[src/rtl/output_interface_pkg.sv]
`default_nettype none
// ============================================================================
//  Module   : output_interface_pkg
//  Purpose  : Shared FSM encoding and block geometry for the AES byte streams.
//  Revision : 1.0  initial release
// ============================================================================
package output_interface_pkg;

    localparam int STATE_W = 2;
    typedef logic [STATE_W-1:0] state_t;

    localparam state_t S_IDLE = 2'd0;
    localparam state_t S_SEND = 2'd1;
    localparam state_t S_DONE = 2'd2;

    localparam int BLOCK_W      = 128;
    localparam int BYTE_W       = 8;
    localparam int BLOCK_NBYTES = 16;
    localparam int CNT_W        = 4;

    // Bytes leave MSB-first, so the outgoing byte is always the top slice.
    function automatic logic [BYTE_W-1:0] top_byte(input logic [BLOCK_W-1:0] v);
        return v[BLOCK_W-1 -: BYTE_W];
    endfunction

endpackage
`default_nettype wire

[src/rtl/output_interface_if.sv]
`default_nettype none
// ============================================================================
//  Module   : output_interface_if
//  Purpose  : Engine-to-host ciphertext byte stream bundle.
//  Revision : 1.0  initial release
// ============================================================================
interface output_interface_if;
    import output_interface_pkg::*;

    logic               engine_done;
    logic [BLOCK_W-1:0] cipher_in;
    logic [BYTE_W-1:0]  dout;
    logic               dout_valid;
    logic               dout_ready;
    logic               busy;
    logic               last;
    logic               overrun;

    modport master (
        input  engine_done,
        input  cipher_in,
        input  dout_ready,
        output dout,
        output dout_valid,
        output busy,
        output last,
        output overrun
    );

    modport slave (
        output engine_done,
        output cipher_in,
        output dout_ready,
        input  dout,
        input  dout_valid,
        input  busy,
        input  last,
        input  overrun
    );

endinterface
`default_nettype wire

[src/rtl/output_interface.sv]
`default_nettype none
// ============================================================================
//  Module   : output_interface
//  Purpose  : Holds one 128-bit ciphertext block and streams it MSB-first as
//             bytes over a valid/ready handshake.
//  Revision : 1.0  initial release
// ============================================================================
module output_interface
    import output_interface_pkg::*;
#(
    parameter int NBYTES = BLOCK_NBYTES
) (
    input  logic               clk,
    input  logic               rst_,
    output_interface_if.master bus
);

    localparam logic [CNT_W-1:0] C_LAST_IDX = CNT_W'(NBYTES - 1);

    state_t             state_q,   state_d;
    logic [BLOCK_W-1:0] shift_q,   shift_d;
    logic [CNT_W-1:0]   cnt_q,     cnt_d;
    logic               overrun_q, overrun_d;

    logic               w_valid;
    logic               w_last;
    logic               w_handshake;

    always_ff @(posedge clk) begin
        if (rst_) begin
            state_q   <= S_IDLE;
            shift_q   <= '0;
            cnt_q     <= '0;
            overrun_q <= 1'b0;
        end else begin
            state_q   <= state_d;
            shift_q   <= shift_d;
            cnt_q     <= cnt_d;
            overrun_q <= overrun_d;
        end
    end

    always_comb begin
        state_d   = state_q;
        shift_d   = shift_q;
        cnt_d     = cnt_q;
        // A second block arriving mid-stream is dropped; only the flag records it.
        overrun_d = overrun_q || (bus.engine_done && (state_q != S_IDLE));

        case (state_q)
            S_IDLE: begin
                if (bus.engine_done) begin
                    shift_d = bus.cipher_in;
                    cnt_d   = '0;
                    state_d = S_SEND;
                end
            end
            S_SEND: begin
                if (w_handshake) begin
                    shift_d = {shift_q[BLOCK_W-BYTE_W-1:0], {BYTE_W{1'b0}}};
                    if (w_last) begin
                        cnt_d   = '0;
                        state_d = S_DONE;
                    end else begin
                        cnt_d   = cnt_q + 1'b1;
                    end
                end
            end
            S_DONE: begin
                state_d = S_IDLE;
            end
            default: begin
                state_d = S_IDLE;
            end
        endcase
    end

    // valid/last depend only on registered state, never on dout_ready.
    always_comb begin
        w_valid        = (state_q == S_SEND);
        w_last         = w_valid && (cnt_q == C_LAST_IDX);
        w_handshake    = w_valid && bus.dout_ready;

        bus.dout       = top_byte(shift_q);
        bus.dout_valid = w_valid;
        bus.last       = w_last;
        bus.busy       = (state_q != S_IDLE) || bus.engine_done;
        bus.overrun    = overrun_q;
    end

endmodule
`default_nettype wire

[src/flat_wrapper.sv]
// flat-port wrapper written by rule: the top's interface ports become plain ports
module output_interface_flat import output_interface_pkg::*;
#(
    parameter int NBYTES = BLOCK_NBYTES
)
  (clk, rst_, bus_engine_done, bus_cipher_in, bus_dout_ready, bus_dout, bus_dout_valid, bus_busy, bus_last, bus_overrun);
  output_interface_if bus_i ();
  input  logic clk;
  input  logic rst_;
  input wire logic [$bits(bus_i.engine_done)-1:0] bus_engine_done;
  input wire logic [$bits(bus_i.cipher_in)-1:0] bus_cipher_in;
  input wire logic [$bits(bus_i.dout_ready)-1:0] bus_dout_ready;
  output wire logic [$bits(bus_i.dout)-1:0] bus_dout;
  output wire logic [$bits(bus_i.dout_valid)-1:0] bus_dout_valid;
  output wire logic [$bits(bus_i.busy)-1:0] bus_busy;
  output wire logic [$bits(bus_i.last)-1:0] bus_last;
  output wire logic [$bits(bus_i.overrun)-1:0] bus_overrun;
  assign bus_i.engine_done = bus_engine_done;
  assign bus_i.cipher_in = bus_cipher_in;
  assign bus_i.dout_ready = bus_dout_ready;
  assign bus_dout = bus_i.dout;
  assign bus_dout_valid = bus_i.dout_valid;
  assign bus_busy = bus_i.busy;
  assign bus_last = bus_i.last;
  assign bus_overrun = bus_i.overrun;
  output_interface #(.NBYTES(NBYTES)) u_core (.clk(clk), .rst_(rst_), .bus(bus_i));
endmodule
[config.mk]
export PLATFORM = sky130hd
export DESIGN_NAME = output_interface_flat
export DESIGN_NICKNAME = d
export VERILOG_FILES = /design/src/rtl/output_interface_pkg.sv /design/src/rtl/output_interface_if.sv /design/src/rtl/output_interface.sv /design/src/flat_wrapper.sv
export SDC_FILE = /design/constraint.sdc
export NUM_CORES = 1
export LEC_CHECK = 0
export ABC_AREA = 1
export CORE_MARGIN = 5
export CORE_UTILIZATION = 50
export CTS_BUF_LIST = sky130_fd_sc_hd__clkbuf_16
export CTS_CLUSTER_SIZE = 24
export DETAILED_ROUTE_END_ITERATION = 7
export PLACE_DENSITY = 0.87
export SYNTH_ARGS = -nofsm -noshare
export SYNTH_HDL_FRONTEND = slang
export SYNTH_SLANG_ARGS = --single-unit
[constraint.sdc]
create_clock -name clk -period 1.4 [get_ports clk]
set_input_delay 0.28 -clock clk [delete_from_list [all_inputs] [get_ports clk]]
set_output_delay 0.28 -clock clk [all_outputs]
set_load 0.1 [all_outputs]
After elaboration in Yosys (flattened, before gate mapping):

Index checks and enable logic that the tools add are counted.
W data, S select, Z words.

* $add $sub $neg: 1
* equality and inequality tests: 5
* multiplexer cells: 11
* reductions and logical operators: 10

Operators with widths (count)
* $mux W128: 2
* $pmux W128 S2: 1
* $mux W4: 3
* $pmux W4 S2: 1
* $mux W2: 3
* $reduce_and A3 Y1: 2
* $add A4 B1 Y4 const B: 1
* $eq A4 B4 Y1 const B: 1
* $ne A2 B1 Y1 const B: 2
* $pmux W2 S2: 1
* $reduce_bool A2 Y1: 2
* $logic_and A1 B1 Y1: 3
* $eq A2 B1 Y1 const B: 1
* $logic_not A2 Y1: 1
* $logic_or A1 B1 Y1: 2
* $ne A2 B2 Y1 const B: 1

* flip-flop bits (word level): 135
* output and inout bits: 12
* logic and storage cells: 31

Depth between registers and ports, before layout:

Gate-level depths: netlist (run 1).

* depth in word-level cells: 5
* gate-level depth with buffers: 8
* gate-level depth less buffers: 6

Worst setup path before layout (run 1):

No wires, ideal clock.

* path kind: register to output
* start: reg u_core.state_q[0]
* end: out bus_last
* arrival time: 2.115 ns
* data required time: 1.120 ns
* path slack: -0.995 ns
* cell stages (with the launch flop): 5
* path buffers: 2
* path through: dfxtp_1 > nand2_1 > buf_4 > buf_2 > nor2_1

* word-level cells in the longest chain between the ends: 2

Ends and longest elaborated chain
* start: declaration: RTL line output_interface.sv:20 `state_t state_q, state_d;`
* start signal: assignment: RTL line output_interface.sv:36 `state_q <= state_d;`
* $eq A2 B1 Y1: RTL line output_interface.sv:80 `w_valid = (state_q == S_SEND);`
* $logic_and A1 B1 Y1: RTL line output_interface.sv:81 `w_last = w_valid && (cnt_q == C_LAST_IDX);`
* end: declaration: RTL line flat_wrapper.sv:16 `output wire logic [$bits(bus_i.last)-1:0] bus_last;`

Every way passes these cells.

Worst setup path in the final report (run 1):

* start: reg u_core.cnt_q[0]
* end: out bus_last

* word-level cells in the longest chain between the ends: 2

Ends and longest elaborated chain
* start: declaration: RTL line output_interface.sv:22 `logic [CNT_W-1:0] cnt_q, cnt_d;`
* start signal: assignment: RTL line output_interface.sv:38 `cnt_q <= cnt_d;`
* $eq A4 B4 Y1: RTL line output_interface.sv:81
* $logic_and A1 B1 Y1: RTL line output_interface.sv:81

Every way passes these cells.

==> results of run 1 <==
power by group through the flow:
stage	logic, uW	clock network [uW]	registers, uW
2_1_floorplan	1560	0	4510
3_3_place_gp	2480	0	4550
3_5_place_dp	2530	0	4560
4_1_cts	2600	4220	4490
5_1_grt	3290	4430	4560
6_report	3040	4250	4520
layer usage:
| layer | wire length, um | part of all wire | vias up |
|---|---|---|---|
| met4 | 742 | 0.036 | 0 |
| met2 | 10000 | 0.48 | 408 |
| li1 | - | - | 3408 |
| met1 | 8260 | 0.40 | 3213 |
| met3 | 1860 | 0.089 | 80 |
| met5 | 0 | 0 | - |
cell type report:
cell class / instances / area [sq um] / share of cell area
well taps: 168 / 210 / 0.0225
multi-input cells: 781 / 3250 / 0.348
repair buffers: 209 / 2550 / 0.273
clock buffers: 17 / 425 / 0.0455
clock inverters: 15 / 130 / 0.0139
inverters: 9 / 46.3 / 0.00495
repair inverters: 1 / 11.3 / 0.00120
flip-flops and latches: 135 / 2720 / 0.291
worst min-delay path, cell delays in order:
cell and delay [ns]:
sky130_fd_sc_hd__clkdlybuf4s50_1 0.40, sky130_fd_sc_hd__nand2_1 0.06, sky130_fd_sc_hd__a21oi_1 0.05
metrics by stage:
stage          setup slack (ns)  TNS (ns)  cells  total power [uW]  area [sq um]
2_1_floorplan           -0.0455   -0.0455   1000              6070          6290
5_1_grt                  -0.258    -11.68   1335             12300          9350
3_5_place_dp             -0.285    -25.25   1278              7090          8180
4_1_cts                  -0.214    -0.582   1317             11300          8830
6_report                 -0.235     -6.52   1335             11800          9350
3_3_place_gp             -0.200    -22.90   1278              7040          8180
final timing paths:
kind                startpoint             endpoint  slack, ns  depth (start not counted)
max            u_core.cnt_q[0]             bus_last      -0.23                          4
min           bus_cipher_in[7]    u_core.shift_q[7]       0.42                          3
max reg2reg  u_core.state_q[0]  u_core.shift_q[117]      -0.15                          8
min reg2reg  u_core.shift_q[5]    u_core.shift_q[5]       0.46                          2
cell usage in the layout (no fill, tap or decap), types with 4 or more instances in the layout:
cell type,netlist,final
sky130_fd_sc_hd__o21ai_0,95,64
sky130_fd_sc_hd__nor2_2,2,7
sky130_fd_sc_hd__nor2_1,247,239
sky130_fd_sc_hd__clkdlybuf4s50_1,0,131
sky130_fd_sc_hd__o21ai_1,28,54
sky130_fd_sc_hd__buf_6,0,7
sky130_fd_sc_hd__clkinv_2,0,4
sky130_fd_sc_hd__dfxtp_1,135,131
sky130_fd_sc_hd__nand2_1,387,384
sky130_fd_sc_hd__o21ai_2,0,5
sky130_fd_sc_hd__clkinvlp_4,0,4
sky130_fd_sc_hd__a21oi_1,11,11
sky130_fd_sc_hd__dfxtp_4,0,4
sky130_fd_sc_hd__buf_12,0,32
sky130_fd_sc_hd__clkbuf_16,0,28
sky130_fd_sc_hd__buf_4,13,25
sky130_fd_sc_hd__nand3_1,5,4
kinds of logic (layout without fill, tap and decap cells):
| family | Yosys count | in the layout |
|---|---|---|
| buffers and inverters | 84 | 251 |
| AND/OR/NAND/NOR | 646 | 646 |
| AO/OA/AOI/OAI | 134 | 134 |
| adder cells (fa/ha/maj) | 1 | 1 |
| flip-flops | 135 | 135 |
sequential cells by signal (all words and copies together) (netlist names):
| register | flops |
|---|---|
| u_core.bus.overrun | 1 |
| u_core.cnt_q | 4 |
| u_core.shift_q | 128 |
| u_core.state_q | 2 |
what timing repair did:
action                     CTS  global route
setup buffers                7             6
pin swaps                    3            13
gates resized for setup      8            71
cloned                       0            12
hold buffers                 0             0
setup endpoints to repair    3            79
==> results, run 1 <==
- The flow ran to the end, but the final reports show violations.
- The checks that failed: setup timing.
- For this run, the slowest stage of the critical path takes 0.36 ns.
- The area share of the largest cell type after synthesis is 0.432.
- The netlist area before placement is 6260 sq um.
- The switching part of the total power is 0.314.
- The path class of the tightest hold or removal check is in -> reg.
- Of the post-synthesis cell area, the part taken by muxes is 0.
- The critical path goes through ha_4, nand3_4, nor2_4, buf_12.
- Synthesis produced 1000 cells.
- The sequential cell area fraction in the yosys report is 0.432.
- The met2 routing resource usage after global routing is 0.396.
- The number of antenna cells inserted is 0.
- Counting both buffers and inverters, the worst setup path holds a total of 1.
- In this run the power spent charging and discharging nets is 3710 uW.
- The die width is 122 um.
- Across every metal layer, demand over resource in global routing totals 0.238.
- After layout, the worst setup slack is -0.235 ns.
- The worst max-slew margin expressed relative to the limit is 0.805.
- Summed over all instances, the cell type with the most area after synthesis is sky130_fd_sc_hd__dfxtp_1.
- IR analysis of the VDD net gives a maximum drop of 662 uV.
- The number of buffer cells added on primary ports is 143.
- At the later pin of the worst-skew pair, clock insertion delay measures 0.42 ns.
- 144 I/O pins were placed.
- Setup violations remaining at the end of the flow were counted as 121.
- For the pin with the worst max-slew slack, the measured transition is 0.290 ns.
- For this configuration, the core starts out at a cell density of 0.515.
- In this run the remaining antenna-violating nets after routing total 0.
- The clock period minus final worst setup slack is 1.63 ns.
- Counting along the longest clock path gives a buffer depth of 2.
- The cell with the most instances after synthesis is sky130_fd_sc_hd__nand2_1.
- After synthesis the netlist holds a flip-flop and latch count of 135.
- The endpoint arrival time on the critical path is 1.35 ns.
- At the end of routability-driven placement, the weighted congestion stood at 0.866.
- The synthesized design contains 0 enable-type register cells.
- Among all flip-flop cells after synthesis, the most frequent one is sky130_fd_sc_hd__dfxtp_1.
- Of the total power, combinational logic draws 0.257.
- The commonest cells after synthesis are sky130_fd_sc_hd__nand2_1 (387), sky130_fd_sc_hd__nor2_1 (247), sky130_fd_sc_hd__dfxtp_1 (135).
- The H-tree was split into 4 levels.
- The number of pins with negative max-slew slack in the final report is 0.
- Setup repair after global routing could not meet its margin everywhere.
- The worst-path cell with the longest stage delay is sky130_fd_sc_hd__dfxtp_4.
- The Yosys step of the flow raised 0 warnings.
- In the routed layout, each cell is associated on average with a via count of 5.33.
- In the final layout, the share of cells above drive strength 1 is 0.122.
- For this run, the detailed router's first-pass iteration total came to 5.
- The category of the worst setup path launch point is a flop.
- Dividing total power by cell area gives a power density of 1260 nW/um^2.
- By area the synthesized netlist is led by sky130_fd_sc_hd__dfxtp_1 (43%), sky130_fd_sc_hd__nand2_1 (23%), sky130_fd_sc_hd__nor2_1 (15%).
- The sequential cell fraction of total power is 0.383.
- The largest net degree at the start of global routing is 51.
- The xor-xnor portion of the synthesized cell area is 0.
- In the global route stage, met1 resource usage came out at 0.297.
- The cell family contributing the most delay on the critical path is flip-flops.
- For the worst setup path, the data required time is 1.12 ns.
- The floorplan has 40 rows.
- Clock-pin slew was measured on the worst setup and hold paths at 0.07 ns.
- The worst clock skew is 0.00951 ns.
- The number of clock buffers added by TritonCTS is 17.
- The layer with the highest usage after global routing is met2.
- The initial antenna violation count is 0.
- Based on the critical path, the design can be clocked at up to 612 MHz.
- The number of nets in the synthesized netlist is 1133.
- The final net count is 1287.
- The unique cell type count in the Yosys netlist is 20.
- The starting DRC count in detailed routing is 728.
- In the finished design, the share of the clock period the worst path needs comes to 1.17.
- Relative to the synthesized area, the layout overhead comes to 49.4%.
- The via count of the first global-routing pass is 6365.
- The internal power of the cells totals 8110 uW.
- For this run, asynchronously set or reset flops after synthesis account for 0.
- The type of the worst setup path is reg -> out.
- The core outline area is 12200 sq um.
- Clock tree synthesis selected as its root buffer the cell sky130_fd_sc_hd__clkbuf_16.
- The worst setup path is captured at an output port.
- The share of the synthesized area in compound gates (AO/OA/AOI/OAI) is 0.107.
- Once detailed placement completed, the half-perimeter wirelength came to 11.7 mm.
- The final global-route overflow total is 0.
- A synthesized cell averages 6.26 sq um.
- The number of fillers in the final layout is 797.
- The final layout contains routed wiring with a total length of 20.9 mm.
- The tightest hold path in the finished design has a slack of 0.419 ns.
- The first-pass GRT wire length is 28.9 mm.
- TritonCTS built the clock tree.
- The final hold violation count is 0.
- Of the total synthesized cell area, the portion taken by full adders, half adders and majority gates is 0.00200.
- For this design the static power due to leakage is 0.00436 uW.
- For this run, the share of the core covered by cells in the final layout is 0.768.
- The die covers 14900 sq um.
- The detailed router placed 7109 vias in this run.
- The fraction of the mapped netlist area in simple logic gates is 0.393.
- The clock group share of total power is 0.360.
- The count of max-cap constraint violations is 0.
- For met3 alone, demand over resource in global routing was 0.0599.
- The die span in y is 122 um.
- After detailed routing, the number of remaining DRC violations is 0.
- The number of clock sinks seen by CTS is 135.
- The combinational family with the most area after synthesis is simple AND/OR/NAND/NOR gates.
- Dividing the detail-routed wire length by the instance count gives 15.7 um.
- In this run the worst path has a maximum fanout of 2.
Power figures use the tool's default switching activity.
==> run 2: changes to the inputs <==
- CAP_MARGIN: unset -> 20
==> results of run 2 <==
Final layout, timing and power as in run 1 (identical DEF).
==> run 3: changes to the inputs <==
- ABC_CLOCK_PERIOD_IN_PS: unset -> 1400
==> results of run 3 <==
Final layout, timing and power as in run 1 (identical DEF).
